**config.mk**
```make
export PLATFORM = sky130hd
export DESIGN_NAME = register_file_scoreboard
export DESIGN_NICKNAME = d
export VERILOG_FILES = /design/src/rtl/register_file_scoreboard_pkg.sv /design/src/rtl/register_file_scoreboard_rf_scoreboard.sv /design/src/rtl/register_file_scoreboard.sv
export SDC_FILE = /design/constraint.sdc
export NUM_CORES = 2
export LEC_CHECK = 0
export BUFFER_PORTS_ARGS = -buffer_cell sky130_fd_sc_hd__buf_2
export CAP_MARGIN = 5
export CORE_MARGIN = 4
export CORE_UTILIZATION = 57
export DETAILED_ROUTE_END_ITERATION = 8
export HOLD_SLACK_MARGIN = 0.12
export PLACE_DENSITY = 0.76
export SYNTH_ARGS = -nofsm -noshare
export SYNTH_HDL_FRONTEND = slang
export SYNTH_SLANG_ARGS = --single-unit
```
**constraint.sdc**
```tcl
create_clock -name Clk -period 37.4 [get_ports Clk]
set_input_delay 7.48 -clock Clk [delete_from_list [all_inputs] [get_ports Clk]]
set_output_delay 7.48 -clock Clk [all_outputs]
set_load 0.02 [all_outputs]
```
**src/rtl/register_file_scoreboard_pkg.sv**
```systemverilog
// Shared sizing constants for the register file and its scoreboard.
package register_file_scoreboard_pkg;

  localparam int DATA_W_DEF = 32;
  localparam int ADDR_W_DEF = 5;
  localparam int DEPTH_DEF  = 1 << ADDR_W_DEF;

  // Number of registers addressable with an address of the given width.
  function automatic int depthOf(input int addrW);
    return 1 << addrW;
  endfunction

endpackage

```
**src/rtl/register_file_scoreboard_rf_scoreboard.sv**
```systemverilog
// Pending-writeback scoreboard. It tracks one reservation bit per register,
// arbitrates issue requests, and flags writebacks that nobody was waiting for.
module rf_scoreboard
  import register_file_scoreboard_pkg::*;
#(
  parameter int ADDR_W   = ADDR_W_DEF,
  parameter bit ZERO_REG = 1'b1,
  parameter bit BYPASS   = 1'b1
) (
  input  logic              i_clk,
  input  logic              i_rst,
  input  logic              i_regWrite,
  input  logic [ADDR_W-1:0] i_writeReg,
  input  logic [ADDR_W-1:0] i_readReg1,
  input  logic [ADDR_W-1:0] i_readReg2,
  input  logic              i_issueValid,
  input  logic [ADDR_W-1:0] i_issueReg,
  output logic              o_issueReady,
  output logic              o_busy1,
  output logic              o_busy2,
  output logic [ADDR_W:0]   o_pendingCount,
  output logic              o_writeUnexpected
);

  localparam int DEPTH = depthOf(ADDR_W);
  localparam logic [ADDR_W:0] COUNT_ONE = (ADDR_W+1)'(1);

  logic [DEPTH-1:0] r_pending;
  logic [ADDR_W:0]  r_pendingCount;
  logic             r_writeUnexpected;

  logic w_writeHit;
  logic w_issueZero;
  logic w_issueFire;
  logic w_countInc;
  logic w_countDec;
  logic w_unexpected;

  // Decode issue acceptance, count movement and writeback sanity. The count
  // follows real bit transitions, so a set and clear landing on one already
  // pending register leaves it untouched.
  always_comb begin
    w_writeHit   = i_regWrite && !(ZERO_REG && (i_writeReg == '0));
    w_issueZero  = ZERO_REG && (i_issueReg == '0);
    o_issueReady = !r_pending[i_issueReg]
                || (i_regWrite && (i_writeReg == i_issueReg))
                || w_issueZero;
    w_issueFire  = i_issueValid && o_issueReady && !w_issueZero;
    w_countInc   = w_issueFire && !r_pending[i_issueReg];
    w_countDec   = w_writeHit && r_pending[i_writeReg]
                && !(w_issueFire && (i_issueReg == i_writeReg));
    w_unexpected = w_writeHit && !r_pending[i_writeReg];
    o_busy1      = r_pending[i_readReg1]
                && !(BYPASS && i_regWrite && (i_writeReg == i_readReg1));
    o_busy2      = r_pending[i_readReg2]
                && !(BYPASS && i_regWrite && (i_writeReg == i_readReg2));
  end

  // Update pending bits (set wins over clear), the count and the pulse.
  always_ff @(posedge i_clk or posedge i_rst) begin
    if (i_rst) begin
      r_pending         <= '0;
      r_pendingCount    <= '0;
      r_writeUnexpected <= 1'b0;
    end else begin
      if (w_writeHit) begin
        r_pending[i_writeReg] <= 1'b0;
      end
      if (w_issueFire) begin
        r_pending[i_issueReg] <= 1'b1;
      end
      case ({w_countInc, w_countDec})
        2'b10:   r_pendingCount <= r_pendingCount + COUNT_ONE;
        2'b01:   r_pendingCount <= r_pendingCount - COUNT_ONE;
        default: r_pendingCount <= r_pendingCount;
      endcase
      r_writeUnexpected <= w_unexpected;
    end
  end

  assign o_pendingCount    = r_pendingCount;
  assign o_writeUnexpected = r_writeUnexpected;

endmodule

```
**src/rtl/register_file_scoreboard.sv**
```systemverilog
// Register file with two combinational read ports, one writeback port,
// optional write-to-read forwarding and a pending-writeback scoreboard.
module register_file_scoreboard
  import register_file_scoreboard_pkg::*;
#(
  parameter int DATA_W   = DATA_W_DEF,
  parameter int ADDR_W   = ADDR_W_DEF,
  parameter bit ZERO_REG = 1'b1,
  parameter bit BYPASS   = 1'b1
) (
  input  logic              Clk,
  input  logic              Reset,
  input  logic              Register_Write,
  input  logic [ADDR_W-1:0] Write_Reg,
  input  logic [DATA_W-1:0] Register_Write_Data,
  input  logic [ADDR_W-1:0] Read_Reg_1,
  input  logic [ADDR_W-1:0] Read_Reg_2,
  output logic [DATA_W-1:0] Read_Data_1,
  output logic [DATA_W-1:0] Read_Data_2,
  output logic              Busy_1,
  output logic              Busy_2,
  input  logic              Issue_Valid,
  input  logic [ADDR_W-1:0] Issue_Reg,
  output logic              Issue_Ready,
  output logic [ADDR_W:0]   Pending_Count,
  output logic              Write_Unexpected
);

  localparam int DEPTH = depthOf(ADDR_W);

  logic [DATA_W-1:0] r_regs [DEPTH];
  logic              w_writeEn;

  assign w_writeEn = Register_Write && !(ZERO_REG && (Write_Reg == '0));

  // Store writeback data; register 0 ignores writes when hardwired.
  always_ff @(posedge Clk or posedge Reset) begin
    if (Reset) begin
      for (int i = 0; i < DEPTH; i++) begin
        r_regs[i] <= '0;
      end
    end else if (w_writeEn) begin
      r_regs[Write_Reg] <= Register_Write_Data;
    end
  end

  // Read port 1: zero register, then forwarded writeback, then the array.
  always_comb begin
    Read_Data_1 = r_regs[Read_Reg_1];
    if (ZERO_REG && (Read_Reg_1 == '0)) begin
      Read_Data_1 = '0;
    end else if (BYPASS && Register_Write && (Write_Reg == Read_Reg_1)) begin
      Read_Data_1 = Register_Write_Data;
    end
  end

  // Read port 2: same priority as port 1.
  always_comb begin
    Read_Data_2 = r_regs[Read_Reg_2];
    if (ZERO_REG && (Read_Reg_2 == '0)) begin
      Read_Data_2 = '0;
    end else if (BYPASS && Register_Write && (Write_Reg == Read_Reg_2)) begin
      Read_Data_2 = Register_Write_Data;
    end
  end

  rf_scoreboard #(
    .ADDR_W   (ADDR_W),
    .ZERO_REG (ZERO_REG),
    .BYPASS   (BYPASS)
  ) u_scoreboard (
    .i_clk             (Clk),
    .i_rst             (Reset),
    .i_regWrite        (Register_Write),
    .i_writeReg        (Write_Reg),
    .i_readReg1        (Read_Reg_1),
    .i_readReg2        (Read_Reg_2),
    .i_issueValid      (Issue_Valid),
    .i_issueReg        (Issue_Reg),
    .o_issueReady      (Issue_Ready),
    .o_busy1           (Busy_1),
    .o_busy2           (Busy_2),
    .o_pendingCount    (Pending_Count),
    .o_writeUnexpected (Write_Unexpected)
  );

endmodule

```
## Word level (Yosys, flattened, before mapping)

Cells that the tools add are included.

- Bitwise operators: 6
- Multiplexer cells: 28
- Div/mod/pow operators: 0
- Add/subtract/negate cells: 2
- Equal/unequal tests: 6
- Reduce and logical (&&, ||, !) cells: 30
- Multiply operators: 0
- Shifts and indexed selects: 0
- $lt $le $gt $ge: 10

Operators with widths:

| cell | count |
|---|---|
| 1024-bit bitwise mux | 1 |
| 32-bit two-way mux | 11 |
| 32-bit binary-select mux with 5-bit select | 2 |
| 32-bit demux with 5-bit select | 1 |
| 32-bit bitwise AND | 1 |
| 32-bit NOT | 1 |
| 32-bit bitwise OR | 1 |
| 5-bit by 6-bit < comparator with 1-bit output (second input constant) | 4 |
| 1-bit binary-select mux with 5-bit select | 4 |
| 5-bit == test | 4 |
| 5-bit logical NOT | 4 |
| 6-bit >= comparator (second input constant) | 3 |
| 5-bit NOT with 6-bit output | 3 |
| 1-bit logical AND | 16 |
| 6-bit case mux with 2 select lines | 1 |
| 1-bit demux with 5-bit select | 2 |
| 5-bit by 1-bit >= comparator with 1-bit output (second input constant) | 2 |
| 1-bit logical NOT | 7 |
| 6-bit by 1-bit adder with 6-bit output (second input constant) | 1 |
| 6-bit by 1-bit < comparator with 1-bit output (second input constant) | 1 |
| 1-bit two-way mux | 6 |
| 6-bit by 1-bit subtractor with 6-bit output (second input constant) | 1 |
| 2-bit by 1-bit == test with 1-bit output (second input constant) | 1 |
| 2-bit == test (second input constant) | 1 |
| other kinds (2) | 3 |

- Bits in writable memories: 0
- Memories kept: 0
- ROM bits: 0
- Output and inout port bits: 74
- Bits in latches: 0
- Flip-flop bits (word level): 1063
- Input port bits: 56

## Logic depth before layout (Yosys ltp)

- Depth after elaboration: 12
- Gate-level depth with buffers: 17
- Depth with buffers taken out: 14

## Cells and area by module

A second synthesis with hierarchy kept.

- Cells, all modules: 4139
- Area, all modules: 58142.0 sq um

Modules (own cells, without submodules):

| module | instances | cells each | area an instance (sq um) |
|---|---|---|---|
| register_file_scoreboard | 1 | 3832 | 55051.5 |
| rf_scoreboard | 1 | 307 | 3090.5 |

## Worst setup path after synthesis

OpenSTA, ideal clock, no wires.

- Path type: input to output
- From: input Read_Reg_1[0]
- To: output Read_Data_1[0]
- Required time: 29.920 ns
- Slack: 20.535 ns
- Stages on the path: 7
- Data arrival time: 9.385 ns
- Cells stage by stage: buf_2 -> buf_6 -> buf_2 -> mux4_2 -> mux4_2 -> o21ai_0 -> o21ai_0

- Word-level cells in the longest chain between the ends: 6
- Elaborated cells between the ends (all ways): 9
- Those cells by class: eq/ne (1); mux (5); bitwise (1); reduce/logical (2)

Ends and longest elaborated chain:

| element | line | RTL |
|---|---|---|
| start, declared | register_file_scoreboard.sv:16 | `input logic [ADDR_W-1:0] Read_Reg_1,` |
| 5-bit NOT with 6-bit output (implied by the code) | register_file_scoreboard.sv:49 | `Read_Data_1 = r_regs[Read_Reg_1];` |
| 32-bit binary-select mux with 5-bit select | register_file_scoreboard.sv:49 |  |
| 32-bit two-way mux (implied by the code) (2 in series) | register_file_scoreboard.sv:49 |  |
| 32-bit two-way mux | register_file_scoreboard.sv:52 | `end else if (BYPASS && Register_Write && (Write_Reg == Read_Reg_1)) begin` |
| 32-bit two-way mux (*) | register_file_scoreboard.sv:50 | `if (ZERO_REG && (Read_Reg_1 == '0)) begin` |
| end, declared | register_file_scoreboard.sv:18 | `output logic [DATA_W-1:0] Read_Data_1,` |

Every way passes the cells marked *; elsewhere a longest branch is shown, timed or not. The select of a mux whose other input is x is not followed.

## Worst setup path after layout

- From: input Read_Reg_2[0]
- To: output Read_Data_2[11]

- Word-level cells in the longest chain between the ends: 6
- Elaborated cells between the ends (all ways): 9
- Those cells by class: eq/ne (1); mux (5); bitwise (1); reduce/logical (2)

Ends and longest elaborated chain:

| element | line | RTL |
|---|---|---|
| start, declared | register_file_scoreboard.sv:17 | `input logic [ADDR_W-1:0] Read_Reg_2,` |
| 5-bit NOT with 6-bit output (implied by the code) | register_file_scoreboard.sv:59 | `Read_Data_2 = r_regs[Read_Reg_2];` |
| 32-bit binary-select mux with 5-bit select | register_file_scoreboard.sv:59 |  |
| 32-bit two-way mux (implied by the code) (2 in series) | register_file_scoreboard.sv:59 |  |
| 32-bit two-way mux | register_file_scoreboard.sv:62 | `end else if (BYPASS && Register_Write && (Write_Reg == Read_Reg_2)) begin` |
| 32-bit two-way mux (*) | register_file_scoreboard.sv:60 | `if (ZERO_REG && (Read_Reg_2 == '0)) begin` |
| end, declared | register_file_scoreboard.sv:19 | `output logic [DATA_W-1:0] Read_Data_2,` |

Marks and branches as above.

==> summary by stage <==
Pwr
The power density over cell area is about 54 mW/mm². The leakage power of the design is ~27 nW. The total internal power is about 2.4 mW. The highest ir drop seen on vdd is between 0.00003 and 0.00004 V.

Of the total power, the share spent switching nets is 0.284. Of the total power, registers draw 0.453. The part of the total power dissipated in the clock network is 0.327. The analysis attributes to net switching a power of 0.972 mW. Of the total power, combinational logic draws 0.220.

Worst setup path
The endpoint of the lowest-slack register-to-register path is u_scoreboard.o_pendingCount[4]$_DFFE_PP0P_. The type of the worst setup path is in -> out. The depth of the worst register-to-register path is 13. The type of element launching the critical path is an input port. In this run the register-to-register setup slack is between 30000 and 40000 ps. The worst setup path is captured at an output port.

Walking the worst path, the cells encountered are buf_8 -> buf_12 -> buf_4 -> buf_4 -> mux2i_1 -> a221oi_1 -> o21ai_0 -> a211oi_1 -> nor2_1 -> o32ai_1 -> buf_2. The worst endpoint required time is about 30000 ps. In this design, the stage delay of the slowest critical-path cell is slightly above 800 ps. Data arrives at the worst endpoint at 12260 ps. The launching point of the worst reg2reg path is u_scoreboard.r_pending[10]$_DFF_PP0_.

Of all nets on the critical path, the largest fanout is 110. The dominant delay contributor by cell family on the critical path is buffers and inverters. Counting stages on the worst path, the most repeated cell is buf_4.

The buffering stage count on the worst path with inverters included is 5. The slowest stage of the critical path is the buf_4 cell.

Route
In this run, the number of DRC markers left after iteration 0 of detailed routing was roughly 5.3k. The via count normalized by instance count is roughly 7.3. The average routed wire per standard cell is between 30 and 40 µm. The detail route stage leaves a number of antenna-violating nets equal to 0.

The number of DRC violations after detailed routing is 0. The first-pass detailed-route iteration total is 5. The post-detailed-routing wire length is about 180 mm. The overall via count from detail_route is just under 40k.

Logic synthesis
The synthesized net count is 4118. The most used flip-flop cell after synthesis is dfrtp_1. The number of synthesis warnings is 0. Synthesis produced a little over 4k cells. Of the synthesized area, sequential elements account for 0.456. The synthesized netlist occupies a cell area of 0.0583 mm². The count of cell types in the netlist is just under 60.

The average cell area after synthesis is 14.4 µm². The synthesized design contains between 1k and 1.5k register bits. The async set or reset register ratio after synthesis is 1.00.

The synthesized design contains 0 enable-type register cells.

CTS
Once the clock tree was built, the setup fixing pass inserted 0 buffers. After clock tree synthesis, the clock-pin slew on the worst setup and hold paths is approximately 60 ps. The CTS tree is yes. The number of clock buffers inserted by TritonCTS is 110.

Once the clock tree was built, the resizer swapped 0 gates to a different size. Counting every sink on the clock net gives 1063. The clock reaches the later pin of the worst-skew pair after around 700 ps. No sink is reached through more buffers than the 3 on the longest clock path. In this run the number of H-tree levels came out at 3. The root buffer selected by CTS is clkbuf_16. Buffers inserted to repair hold after CTS numbered 0.

GRT
In the global route stage, overall resource usage came out at 0.341. The global-route wire length before repair is about 270 mm. The number of antenna violations at the first check in global routing is 6. The total congestion overflow after global routing is 0.

The via count of the first global-routing pass is around 40k. Entering global routing, the biggest net connects between 150 and 200 pins.

Placed design
The wire-length estimate of the detail-placed layout is ~96 mm. The cell area after placement is slightly below 0.06 mm². The routability-driven placement congestion ratio is roughly 0.86.

The port buffer count is between 100 and 150.

Final layout
The utilization of the core after routing is 0.621. The share of final-layout standard cells stronger than drive strength 1 is 0.498. The finished cells cover between 0.06 and 0.07 mm². In the final design database the tool counted 3982 nets. The area growth from synthesis to layout is 8.24%.

Timing
The final setup TNS is 0 ps. Static timing analysis puts the maximum clock frequency at about 50 MHz. The count of final setup violators is 0. At the pin with the least slew margin, the transition time is 1360 ps.

The max-slew violation count is 0. The final hold violation count was 0. The final clock period utilization by the worst path is 0.528. The worst path needs 19740 ps of the cycle, external delays included. The hold slack is 398 ps. Setup repair after global routing left no endpoint under its margin. The setup skew after layout is 15.0 ps. The relative slew slack is 0.0941.

Run status
The flow ran to the end, and the final reports show no timing, DRC or antenna violations.

Hold path
The worst hold path begins at r_regs[1010]$_DFFE_PP0P_. The endpoint with the worst hold slack is r_regs[1010]$_DFFE_PP0P_. The cell count of the worst hold path is 0.

The worst hold path belongs to the class reg -> reg.

Die
The die covers 0.108 mm². The floorplan step set the die width to 328 µm. The core area is 0.102 mm².

Row generation in the floorplan step produced 117 rows. For this design the top-level I/O count stands at 130. The height of the die is roughly 330 µm.

The effective utilization at floorplan is 0.573.

Job
The number of violations of the max-capacitance limit is 0.
-- kinds of logic (layout without fill, tap and decap cells) --
| logic type | Yosys count | after routing | share of synthesized area |
|---|---|---|---|
| buffers and inverters | 480 | 435 | 0.0388 |
| flip-flops | 1063 | 1063 | 0.456 |
| multiplexers | 1712 | 1712 | 0.422 |
| XOR/XNOR | 22 | 22 | 0.00330 |
| other | 0 | 3 | 0 |
| AO/OA/AOI/OAI | 383 | 383 | 0.0473 |
| AND/OR/NAND/NOR | 396 | 396 | 0.0317 |
| adder cells (fa/ha/maj) | 3 | 3 | 0.000644 |
-- flip-flops by register name (all words and copies together) (netlist names) --
name,flops
r_regs,1024
u_scoreboard.o_pendingCount,6
u_scoreboard.o_writeUnexpected,1
u_scoreboard.r_pending,32
-- power groups by stage --
stage	logic (mW)	registers (mW)	clock network (mW)
after CTS	0.748	1.54	1.13
after detailed placement	0.744	1.56	0
final	0.751	1.55	1.12
after global routing	0.801	1.57	1.17
after floorplan	0.598	1.51	0
after global placement	0.724	1.54	0
-- synthesized netlist by cell type, types with 9 or more instances --
library cell | number | area (µm²)
o221ai_1 | 16 | 140
a22o_1 | 43 | 377
buf_1 | 65 | 244
nand2b_1 | 10 | 62.6
inv_1 | 18 | 67.6
clkbuf_1 | 209 | 785
nand2_1 | 160 | 601
a211oi_1 | 22 | 165
mux2_2 | 1067 | 12000
dfrtp_1 | 1063 | 26600
buf_4 | 22 | 165
mux4_2 | 492 | 11100
a21oi_1 | 41 | 205
nor2_1 | 75 | 282
buf_2 | 141 | 706
a22oi_1 | 14 | 105
nor2b_1 | 22 | 138
xor2_1 | 16 | 140
o211ai_1 | 23 | 173
mux2i_1 | 153 | 1530
o21ai_0 | 62 | 310
o22ai_1 | 54 | 338
a32o_1 | 36 | 360
buf_6 | 19 | 214
nor3_1 | 42 | 210
nand3_1 | 26 | 130
and2_1 | 15 | 93.8
a221oi_1 | 25 | 219
o31ai_1 | 9 | 67.6
-- cells in the final DEF, fill, tap and decap left out, types with 54 or more instances in the layout --
cell	n
o21ai_0	62
o22ai_1	54
mux4_2	492
mux2i_1	153
nand2_1	144
mux2_2	1067
buf_4	82
clkbuf_16	110
dfrtp_1	1063
buf_2	121
nor2_1	60
-- routing by layer --
layer	GRT usage	wire length, µm
met1	0.471	69900
met2	0.505	81800
met3	0.0972	21500
met4	0.158	9920
met5	0	46
-- stage by stage --
step / power [mW] / cells / worst slack [ps]
finish: 3.42 / 5385 / 17660
global route: 3.55 / 5384 / 17260
CTS: 3.41 / 5382 / 17630
detailed placement: 2.30 / 5179 / 17640
global placement: 2.26 / 5179 / 17580
floorplan: 2.11 / 4059 / 15260
-- layout make-up --
type	instances	area, µm²
Fill cell	7382	38600
Antenna cell	3	7.51
Tap cell	1368	1710
Timing Repair Buffer	213	1380
Sequential cell	1063	26600
Multi-Input combinational cell	2516	29700
Clock buffer	161	3200
Clock inverter	42	453
Inverter	19	77.6
-- worst max-delay path by stage --
| stage | start | cells past startpoint | to |
|---|---|---|---|
| floorplan | Reset | 1 | r_regs[0]$_DFFE_PP0P_ |
| finish | Read_Reg_2[0] | 11 | Read_Data_2[11] |
| global placement | Read_Reg_2[0] | 11 | Read_Data_2[11] |
| CTS | Read_Reg_2[0] | 11 | Read_Data_2[11] |
| global route | Read_Reg_2[0] | 11 | Read_Data_2[11] |
| detailed placement | Read_Reg_2[0] | 11 | Read_Data_2[11] |
(Power assumes the default switching activity.)
